## src/rtl/systolic_pkg.sv

```systemverilog
// Types and default sizing shared by the weight loader, the PE and the array wrappers.
package systolic_pkg;

  localparam int DEFAULT_DATA_W = 8;
  localparam int DEFAULT_N      = 4;

  typedef enum logic [1:0] {
    IDLE  = 2'd0,
    FILL  = 2'd1,
    SHIFT = 2'd2,
    DONE  = 2'd3
  } loader_state_t;

endpackage

```

## src/rtl/weight_tile_buffer.sv

```systemverilog
// N x N weight tile register file: one row-write port, one combinational row-read port.
// A read of the row being written in the same cycle returns the incoming data.
module weight_tile_buffer #(
  parameter int DATA_W = 8,
  parameter int N      = 4,
  parameter int AW     = $clog2(N)
) (
  input  logic                i_clk,
  input  logic                i_rst,
  input  logic                i_we,
  input  logic [AW-1:0]       i_waddr,
  input  logic [N*DATA_W-1:0] i_wdata,
  input  logic [AW-1:0]       i_raddr,
  output logic [N*DATA_W-1:0] o_rdata
);

  logic [N*DATA_W-1:0] r_mem [N];

  always_ff @(posedge i_clk or posedge i_rst) begin
    if (i_rst) begin
      for (int i = 0; i < N; i++) begin
        r_mem[i] <= '0;
      end
    end else if (i_we) begin
      r_mem[i_waddr] <= i_wdata;
    end
  end

  // Write-through lets the loader replay the last row in the same edge it is captured.
  always_comb begin
    if (i_we && (i_waddr == i_raddr)) begin
      o_rdata = i_wdata;
    end else begin
      o_rdata = r_mem[i_raddr];
    end
  end

endmodule

```

## src/rtl/systolic_weight_loader.sv

```systemverilog
// Buffers an N x N weight tile from a row stream and replays it into the systolic array edge,
// upward through the bottom row (normal) or rightward through the left column (transpose).
module systolic_weight_loader
  import systolic_pkg::*;
#(
  parameter int DATA_W = DEFAULT_DATA_W,
  parameter int N      = DEFAULT_N
) (
  input  logic                i_clk,
  input  logic                i_rst,
  input  logic                i_start,
  input  logic                i_transpose,
  input  logic [N*DATA_W-1:0] i_w_row_data,
  input  logic                i_w_row_valid,
  output logic                o_w_row_ready,
  output logic                o_load_w,
  output logic                o_transpose_en,
  output logic [N*DATA_W-1:0] o_w_col_out,
  output logic [N*DATA_W-1:0] o_w_row_out,
  output logic                o_busy,
  output logic                o_done,
  output logic [1:0]          o_state
);

  localparam int             CW   = $clog2(N);
  localparam logic [CW-1:0]  LAST = CW'(N - 1);

  // Row handshake: a row transfers on every rising edge where i_w_row_valid and
  // o_w_row_ready are both high; ready depends only on state, never on valid.

  loader_state_t       r_state;
  logic [CW-1:0]       r_row_cnt;
  logic [CW-1:0]       r_beat_cnt;
  logic                r_transpose_en;
  logic                r_load_w;
  logic                r_done;
  logic                r_busy;
  logic [N*DATA_W-1:0] r_col_out;
  logic [N*DATA_W-1:0] r_row_out;

  loader_state_t       w_state_nxt;
  logic [CW-1:0]       w_row_cnt_nxt;
  logic [CW-1:0]       w_beat_cnt_nxt;
  logic                w_tr_nxt;
  logic                w_we;
  logic                w_shift_nxt;
  logic [CW-1:0]       w_rd_idx;
  logic [N*DATA_W-1:0] w_rd_data;

  weight_tile_buffer #(
    .DATA_W (DATA_W),
    .N      (N),
    .AW     (CW)
  ) u_buf (
    .i_clk   (i_clk),
    .i_rst   (i_rst),
    .i_we    (w_we),
    .i_waddr (r_row_cnt),
    .i_wdata (i_w_row_data),
    .i_raddr (w_rd_idx),
    .o_rdata (w_rd_data)
  );

  always_comb begin
    w_state_nxt    = r_state;
    w_row_cnt_nxt  = r_row_cnt;
    w_beat_cnt_nxt = r_beat_cnt;
    w_tr_nxt       = r_transpose_en;
    w_we           = 1'b0;
    case (r_state)
      IDLE: begin
        if (i_start) begin
          w_state_nxt    = FILL;
          w_tr_nxt       = i_transpose;
          w_row_cnt_nxt  = '0;
          w_beat_cnt_nxt = '0;
        end
      end
      FILL: begin
        if (i_w_row_valid) begin
          w_we = 1'b1;
          if (r_row_cnt == LAST) begin
            w_state_nxt    = SHIFT;
            w_beat_cnt_nxt = '0;
          end else begin
            w_row_cnt_nxt = r_row_cnt + CW'(1);
          end
        end
      end
      SHIFT: begin
        if (r_beat_cnt == LAST) begin
          w_state_nxt = DONE;
        end else begin
          w_beat_cnt_nxt = r_beat_cnt + CW'(1);
        end
      end
      DONE: begin
        w_state_nxt = IDLE;
      end
      default: begin
        w_state_nxt = IDLE;
      end
    endcase
  end

  // Outputs are registered from next-state values so each beat's data lines up with load_w.
  // Transpose replays rows last-first so beat k settles in array column N-1-k.
  always_comb begin
    w_shift_nxt = (w_state_nxt == SHIFT);
    w_rd_idx    = w_tr_nxt ? (LAST - w_beat_cnt_nxt) : w_beat_cnt_nxt;
  end

  always_ff @(posedge i_clk or posedge i_rst) begin
    if (i_rst) begin
      r_state        <= IDLE;
      r_row_cnt      <= '0;
      r_beat_cnt     <= '0;
      r_transpose_en <= 1'b0;
      r_load_w       <= 1'b0;
      r_done         <= 1'b0;
      r_busy         <= 1'b0;
      r_col_out      <= '0;
      r_row_out      <= '0;
    end else begin
      r_state        <= w_state_nxt;
      r_row_cnt      <= w_row_cnt_nxt;
      r_beat_cnt     <= w_beat_cnt_nxt;
      r_transpose_en <= w_tr_nxt;
      r_load_w       <= w_shift_nxt;
      r_done         <= (w_state_nxt == DONE);
      r_busy         <= (w_state_nxt != IDLE);
      r_col_out      <= (w_shift_nxt && !w_tr_nxt) ? w_rd_data : '0;
      r_row_out      <= (w_shift_nxt &&  w_tr_nxt) ? w_rd_data : '0;
    end
  end

  assign o_w_row_ready  = (r_state == FILL);
  assign o_load_w       = r_load_w;
  assign o_transpose_en = r_transpose_en;
  assign o_w_col_out    = r_col_out;
  assign o_w_row_out    = r_row_out;
  assign o_busy         = r_busy;
  assign o_done         = r_done;
  assign o_state        = r_state;

endmodule

```

## config.mk

```make
export PLATFORM = sky130hd
export DESIGN_NAME = systolic_weight_loader
export DESIGN_NICKNAME = d
export VERILOG_FILES = /design/src/rtl/systolic_pkg.sv /design/src/rtl/weight_tile_buffer.sv /design/src/rtl/systolic_weight_loader.sv
export SDC_FILE = /design/constraint.sdc
export NUM_CORES = 1
export LEC_CHECK = 0
export CAP_MARGIN = 40
export CELL_PAD_IN_SITES_DETAIL_PLACEMENT = 0
export CELL_PAD_IN_SITES_GLOBAL_PLACEMENT = 2
export CORE_UTILIZATION = 44
export CTS_CLUSTER_SIZE = 16
export DETAILED_ROUTE_END_ITERATION = 6
export HOLD_SLACK_MARGIN = 0.08
export PLACE_DENSITY_LB_ADDON = 0.1
export SLEW_MARGIN = 20
export SYNTH_ARGS = -nofsm -noshare
export SYNTH_HDL_FRONTEND = slang
export SYNTH_HIERARCHICAL = 1
export SYNTH_SLANG_ARGS = --single-unit
```

## constraint.sdc

```tcl
create_clock -name i_clk -period 7.5 [get_ports i_clk]
set_input_delay 1.5 -clock i_clk [delete_from_list [all_inputs] [get_ports i_clk]]
set_output_delay 1.5 -clock i_clk [all_outputs]
set_load 0.1 [all_outputs]
```

# --- Word level (Yosys, flattened, before mapping) ---
# Cells that the tools add are included.
op_classes:
  order_cmp: 3
  eq_ne: 11
  reduce_logical: 9
  add_sub_neg: 3
  muxes: 28
  bitwise_logic: 2
op_table:
  columns: ["cell", "count"]
  rows:
  - ["32-bit two-way mux", 6]
  - ["128-bit bitwise mux", 1]
  - ["32-bit binary-select mux with 2-bit select", 1]
  - ["32-bit demux with 2-bit select", 1]
  - ["2-bit two-way mux", 12]
  - ["2-bit == test, second input constant", 6]
  - ["2-bit one-hot mux with 4 select lines", 1]
  - ["3-bit >= comparator, second input constant", 2]
  - ["2-bit != test, second input constant", 3]
  - ["2-bit NOT with 3-bit output", 2]
  - ["2-bit one-hot mux with 3 select lines", 1]
  - ["2-bit by 1-bit adder with 2-bit output, second input constant", 2]
  - ["1-bit logical AND", 4]
  - ["1-bit two-way mux", 4]
  - ["2-bit one-hot mux with 2 select lines", 1]
  - ["4-bit AND reduction", 1]
  - ["2-bit nonzero test", 2]
  - ["3-bit by 1-bit less-than comparator with 1-bit output, second input constant", 1]
  - ["2-bit by 1-bit == test with 1-bit output, second input constant", 1]
  - ["2-bit == test", 1]
  - ["2-bit logical NOT", 1]
  - ["2-bit subtractor, first input constant", 1]
  - ["1-bit logical NOT", 1]
word_totals:
  regBits: 202

# --- Longest topological paths before layout ---
logic_depth:
  depth_word: 12
  mapped_depth: 11
  mapped_depth_nobuf: 9

# --- Hierarchy ---
# Netlist, hierarchy kept.
by_module_without_submodules:
  columns: ["module", "instances", "cells_per_inst", "area_each_um2"]
  rows:
  - ["weight_tile_buffer", 1, 351, 6063.3]
  - ["systolic_weight_loader", 1, 184, 2636.3]

# --- Least setup slack after synthesis ---
# OpenSTA, ideal clock, no wires.
synth_path:
  path_kind: "register to register"
  from: "register r_state[0] (netlist: o_state[0])"
  to: "register r_row_out[12] (netlist: o_w_row_out[12])"
  path_stages_with_launch: 12
  period_less_slack_ns: 3.618
  path_buffers: 4
  setup_slack_ns: 3.882
  arrival_time_ns: 3.498
  required_ns: 7.380
  path_cell_list: "dfrtp_1 > buf_6 > nor2b_4 > a31o_2 > nor3_1 > xnor2_1 > buf_6 > buf_6 > buf_2 > mux4_2 > mux2_4 > and2_2"
synth_via:
  elab_chain_len: 10
synth_rtl:
  columns: ["element", "line", "rtl"]
  rows:
  - ["from (decl)", "systolic_weight_loader.sv:31", "loader_state_t r_state;"]
  - ["from (signal assigned)", "systolic_weight_loader.sv:125", "r_state <= w_state_nxt;"]
  - ["2-bit by 1-bit == test with 1-bit output *", null, null]
  - ["net o_w_row_ready", "systolic_weight_loader.sv:15", "output logic o_w_row_ready,"]
  - ["2-bit one-hot mux with 3 select lines *", "systolic_weight_loader.sv:70", "case (r_state)"]
  - ["net w_beat_cnt_nxt[0]", "systolic_weight_loader.sv:43", "logic [CW-1:0] w_beat_cnt_nxt;"]
  - ["2-bit subtractor", "systolic_weight_loader.sv:110", "w_rd_idx = w_tr_nxt ? (LAST - w_beat_cnt_nxt) : w_beat_cnt_nxt;"]
  - ["2-bit two-way mux *", "systolic_weight_loader.sv:110", null]
  - ["net w_rd_idx[0]", "systolic_weight_loader.sv:47", "logic [CW-1:0] w_rd_idx;"]
  - ["2-bit NOT with 3-bit output (implied by the code)", "weight_tile_buffer.sv:34", "o_rdata = r_mem[i_raddr];"]
  - ["32-bit binary-select mux with 2-bit select", "weight_tile_buffer.sv:34", null]
  - ["32-bit two-way mux (implied by the code) (2 in a row)", "weight_tile_buffer.sv:34", null]
  - ["32-bit two-way mux *", "weight_tile_buffer.sv:31", "if (i_we && (i_waddr == i_raddr)) begin"]
  - ["net w_rd_data[12]", "systolic_weight_loader.sv:48", "logic [N*DATA_W-1:0] w_rd_data;"]
  - ["32-bit two-way mux *", "systolic_weight_loader.sv:133", "r_row_out <= (w_shift_nxt && w_tr_nxt) ? w_rd_data : '0;"]
  - ["to (signal assigned)", "systolic_weight_loader.sv:133", null]
  - ["to (decl)", "systolic_weight_loader.sv:39", "logic [N*DATA_W-1:0] r_row_out;"]
# Mark *: on every way through the listed nets, which the timed path passes. The rest lies on a longest branch. The select of a mux whose other input is x is not followed.
# A chain may end at the register's enable or synchronous reset.

# --- Worst setup path in the final report ---
layout_path:
  from: "input i_start"
  to: "register r_row_out[16] (netlist: o_w_row_out[16])"
layout_via:
  elab_chain_len: 10
layout_rtl:
  columns: ["element", "line", "rtl"]
  rows:
  - ["from (decl)", "systolic_weight_loader.sv:11", "input logic i_start,"]
  - ["2-bit two-way mux", "systolic_weight_loader.sv:72", "if (i_start) begin"]
  - ["2-bit one-hot mux with 3 select lines", "systolic_weight_loader.sv:70", null]
  - ["2-bit subtractor", "systolic_weight_loader.sv:110", null]
  - ["2-bit two-way mux *", "systolic_weight_loader.sv:110", null]
  - ["net w_rd_idx[1]", "systolic_weight_loader.sv:47", null]
  - ["2-bit NOT with 3-bit output (implied by the code)", "weight_tile_buffer.sv:34", null]
  - ["32-bit binary-select mux with 2-bit select", "weight_tile_buffer.sv:34", null]
  - ["32-bit two-way mux (implied by the code) (2 in a row)", "weight_tile_buffer.sv:34", null]
  - ["32-bit two-way mux *", "weight_tile_buffer.sv:31", null]
  - ["net w_rd_data[16]", "systolic_weight_loader.sv:48", null]
  - ["32-bit two-way mux *", "systolic_weight_loader.sv:133", null]
# Marks and branches as above.

==> flow_summary.json <==
{
  "antenna_found_initial": 0,
  "wl_per_cell_um": 17.61,
  "skew_ps": 8.918,
  "crit_path_end_kind": "flop",
  "reg2reg_depth": 10,
  "syn_to_final_growth_pct": 37.51,
  "syn-num-nets": 573,
  "via_per_inst": 4.976,
  "holdPathStages": 1,
  "fp-row-count": 51,
  "worstHoldPathType": "flop to flop",
  "gp_congestion": 0.7432,
  "clkTransAtPathRegs_ps": 60,
  "fin_nets": 761,
  "crit_chain": "clkdlybuf4s50_1, nand2b_1, nor2_1, mux2i_1, xnor2_2, buf_4, xnor2_1, nand3_2, buf_4, mux2_1, and2_2",
  "grt_pass1_vias": 5373,
  "vdd_drop_max_v": 0.0002169,
  "power_density_nw_per_um2": 441.6,
  "fp.dieH_um": 142.6,
  "gr-usage-met3": 0.02850,
  "crit_fanout": 33,
  "ios": 108,
  "core_area_sq_um": 19400,
  "dr.pass1.iters": 4,
  "post_dp_cell_area_sq_um": 11140,
  "via_count": 4996,
  "die_area_sq_um": 20340,
  "synth.distinct_cells": 43,
  "p_leak_nw": 5.331,
  "drv_cap": 0,
  "synth_warnings": 6,
  "ant_nets": 0,
  "cts_root_buf": "clkbuf_16",
  "synth_seq_area_share": 0.5810,
  "synth_area_sq_um": 8700,
  "cts_resized": 0,
  "track_usage": 0.1839,
  "fin_crit_sh": 0.6454,
  "synth_seq_cells": 202,
  "crit_arrival_ps": 5230,
  "crit_type": "primary input to flop",
  "cts_made_buffers": 23,
  "hpwl_mm": 11.34,
  "hp-start": "u_buf/r_mem[31]$_DFFE_PP0P_",
  "whs_endpoint": "u_buf/r_mem[31]$_DFFE_PP0P_",
  "stdcell_area_sq_um": 11960,
  "final_hold_viol_count": 0,
  "drt_iter0_markers": 125,
  "grt_pass1_wl_mm": 28.85,
  "drc": 0,
  "start_util": 0.4485,
  "n_antenna_cell": 0,
  "drive_gt1_frac": 0.4614,
  "critical-path-max-stage-delay_ps": 540,
  "synth_edf_count": 0,
  "post-cts-setup-buffers": 0,
  "crit_top_cell": "buf_4",
  "drv_slew": 0,
  "syn_inst": 535,
  "tightest_slew_ps": 638.3,
  "finalSetupViolCount": 0,
  "die_x_um": 142.6,
  "htreeDepth": 1,
  "maxSlewHeadroom": 0.5745,
  "grt_overflow": 0,
  "top_usage_layer": "met2",
  "cts.sink_count": 202,
  "ys.flop_type": "dfrtp_1",
  "grt_max_degree": 53,
  "postCtsHoldBufs": 0,
  "clock_latency_ps": 500,
  "max_freq_mhz": 206.6,
  "rsz0062_at_grt": "false",
  "clock_path_buffers": 3,
  "period_needed_ps": 4840,
  "r2r_start": "r_row_cnt[0]$_DFFE_PP0P_",
  "startpoint_type": "primary input",
  "rr_endpoint": "o_w_row_out[16]$_DFF_PP0_",
  "setup_tns_ps": 0,
  "met2_usage": 0.3228,
  "met1_usage": 0.2396,
  "routed_wl_mm": 17.68,
  "io_buffers": 107,
  "rrSetupSlack_ps": 3460,
  "status": "complete, no violations",
  "cp.required_ps": 7890,
  "cts_tree": "done",
  "postSynthAreaPerCell_sq_um": 16.26,
  "synthArstFlopShare": 1.000,
  "cp_slowest_cell": "buf_4"
}
-- cells in the final DEF, fill, tap and decap left out, types with 3 or more instances in the layout --
| master | count |
|---|---|
| dfrtp_1 | 202 |
| mux2_2 | 131 |
| clkdlybuf4s50_1 | 107 |
| buf_8 | 69 |
| and2_1 | 53 |
| mux4_2 | 32 |
| mux2_4 | 25 |
| clkbuf_16 | 23 |
| buf_4 | 12 |
| and2_2 | 11 |
| clkbuf_8 | 6 |
| clkinv_2 | 5 |
| nor2_1 | 4 |
| bufinv_16 | 4 |
| mux2_1 | 4 |
| inv_1 | 3 |
| nand2_1 | 3 |
| buf_16 | 3 |
-- cell type report --
class                      instances  area [sq um]
clock buffer                      31         665.6
inverter                           5         22.52
clock inverter                    10         156.4
sequential                       202          5055
tap                              265         331.6
timing repair buffer             193          2320
fill                            1503          7436
multi-input combinational        298          3412
-- worst max-delay path: cells and delay by family --
kind	cells	cell delay [ps]
XOR/XNOR	2	380
AND/OR/NAND/NOR	4	960
buffers and inverters	3	1480
multiplexers	2	850
-- sequential cells by signal, summed over array words and instances, names as in the netlist, 2 cells and up --
signal	flops
u_buf/r_mem	128
o_w_col_out	32
o_state	2
o_w_row_out	32
r_beat_cnt	2
r_row_cnt	2
-- synth_stat cells, types with 2 or more instances --
library cell / n / area share
and2_1: 53 / 0.038
and2_2: 11 / 0.0095
buf_2: 14 / 0.0081
buf_6: 10 / 0.013
clkbuf_2: 3 / 0.0017
dfrtp_1: 202 / 0.58
inv_1: 5 / 0.0022
mux2_1: 4 / 0.0052
mux2_2: 131 / 0.17
mux2_4: 25 / 0.043
mux4_2: 32 / 0.083
nand2_1: 3 / 0.0013
nand3_1: 3 / 0.0017
nand3b_1: 2 / 0.0017
nor2_1: 4 / 0.0017
nor2b_4: 2 / 0.0032
nor3_1: 2 / 0.0012
xnor2_1: 4 / 0.0040
-- routing by layer --
metal | vias to the layer above | routed length (um)
met5 | - | 0
met4 | 0 | 317
met3 | 28 | 604
met2 | 95 | 9053
met1 | 2606 | 7703
li1 | 2267 | -
-- kinds of logic after synthesis --
group           share of synthesized area
flops                              0.5810
mux                                0.3019
compound gates                   0.008485
simple gates                      0.07335
buf+inv                           0.02977
fa+ha+maj                        0.001438
xor+xnor                         0.004027
-- report_power, final --
part           internal, mW  switching, mW
registers              1.48          0.201
logic                  1.37           1.04
clock network         0.758          0.431
total                  3.61           1.67
-- per-stage QoR --
step	hold slack, ps	util	worst slack [ps]	instances	total power [mW]
floorplan	473.9	-	2587	535	3.637
global placement	481.6	0.5138	2177	887	3.973
detailed placement	487.2	0.5743	2127	963	4.137
CTS	500.2	0.6167	2633	1004	5.354
global route	510.5	0.6167	2370	1004	5.584
finish	496.2	0.6167	2660	1004	5.282
-- worst max-delay path by stage --
stage | slack [ps] | from | to | depth (start not counted)
4_1_cts | 2630 | i_start | o_w_row_out[16]$_DFF_PP0_ | 11
6_report | 2660 | i_start | o_w_row_out[16]$_DFF_PP0_ | 11
5_1_grt | 2370 | i_start | o_w_row_out[0]$_DFF_PP0_ | 11
3_3_place_gp | 2180 | i_start | o_w_row_out[16]$_DFF_PP0_ | 11
3_5_place_dp | 2130 | i_start | o_w_row_out[16]$_DFF_PP0_ | 11
2_1_floorplan | 2590 | i_rst | u_buf/r_mem[0]$_DFFE_PP0P_ | 1
No activity file was read; power rests on OpenSTA's default activity.
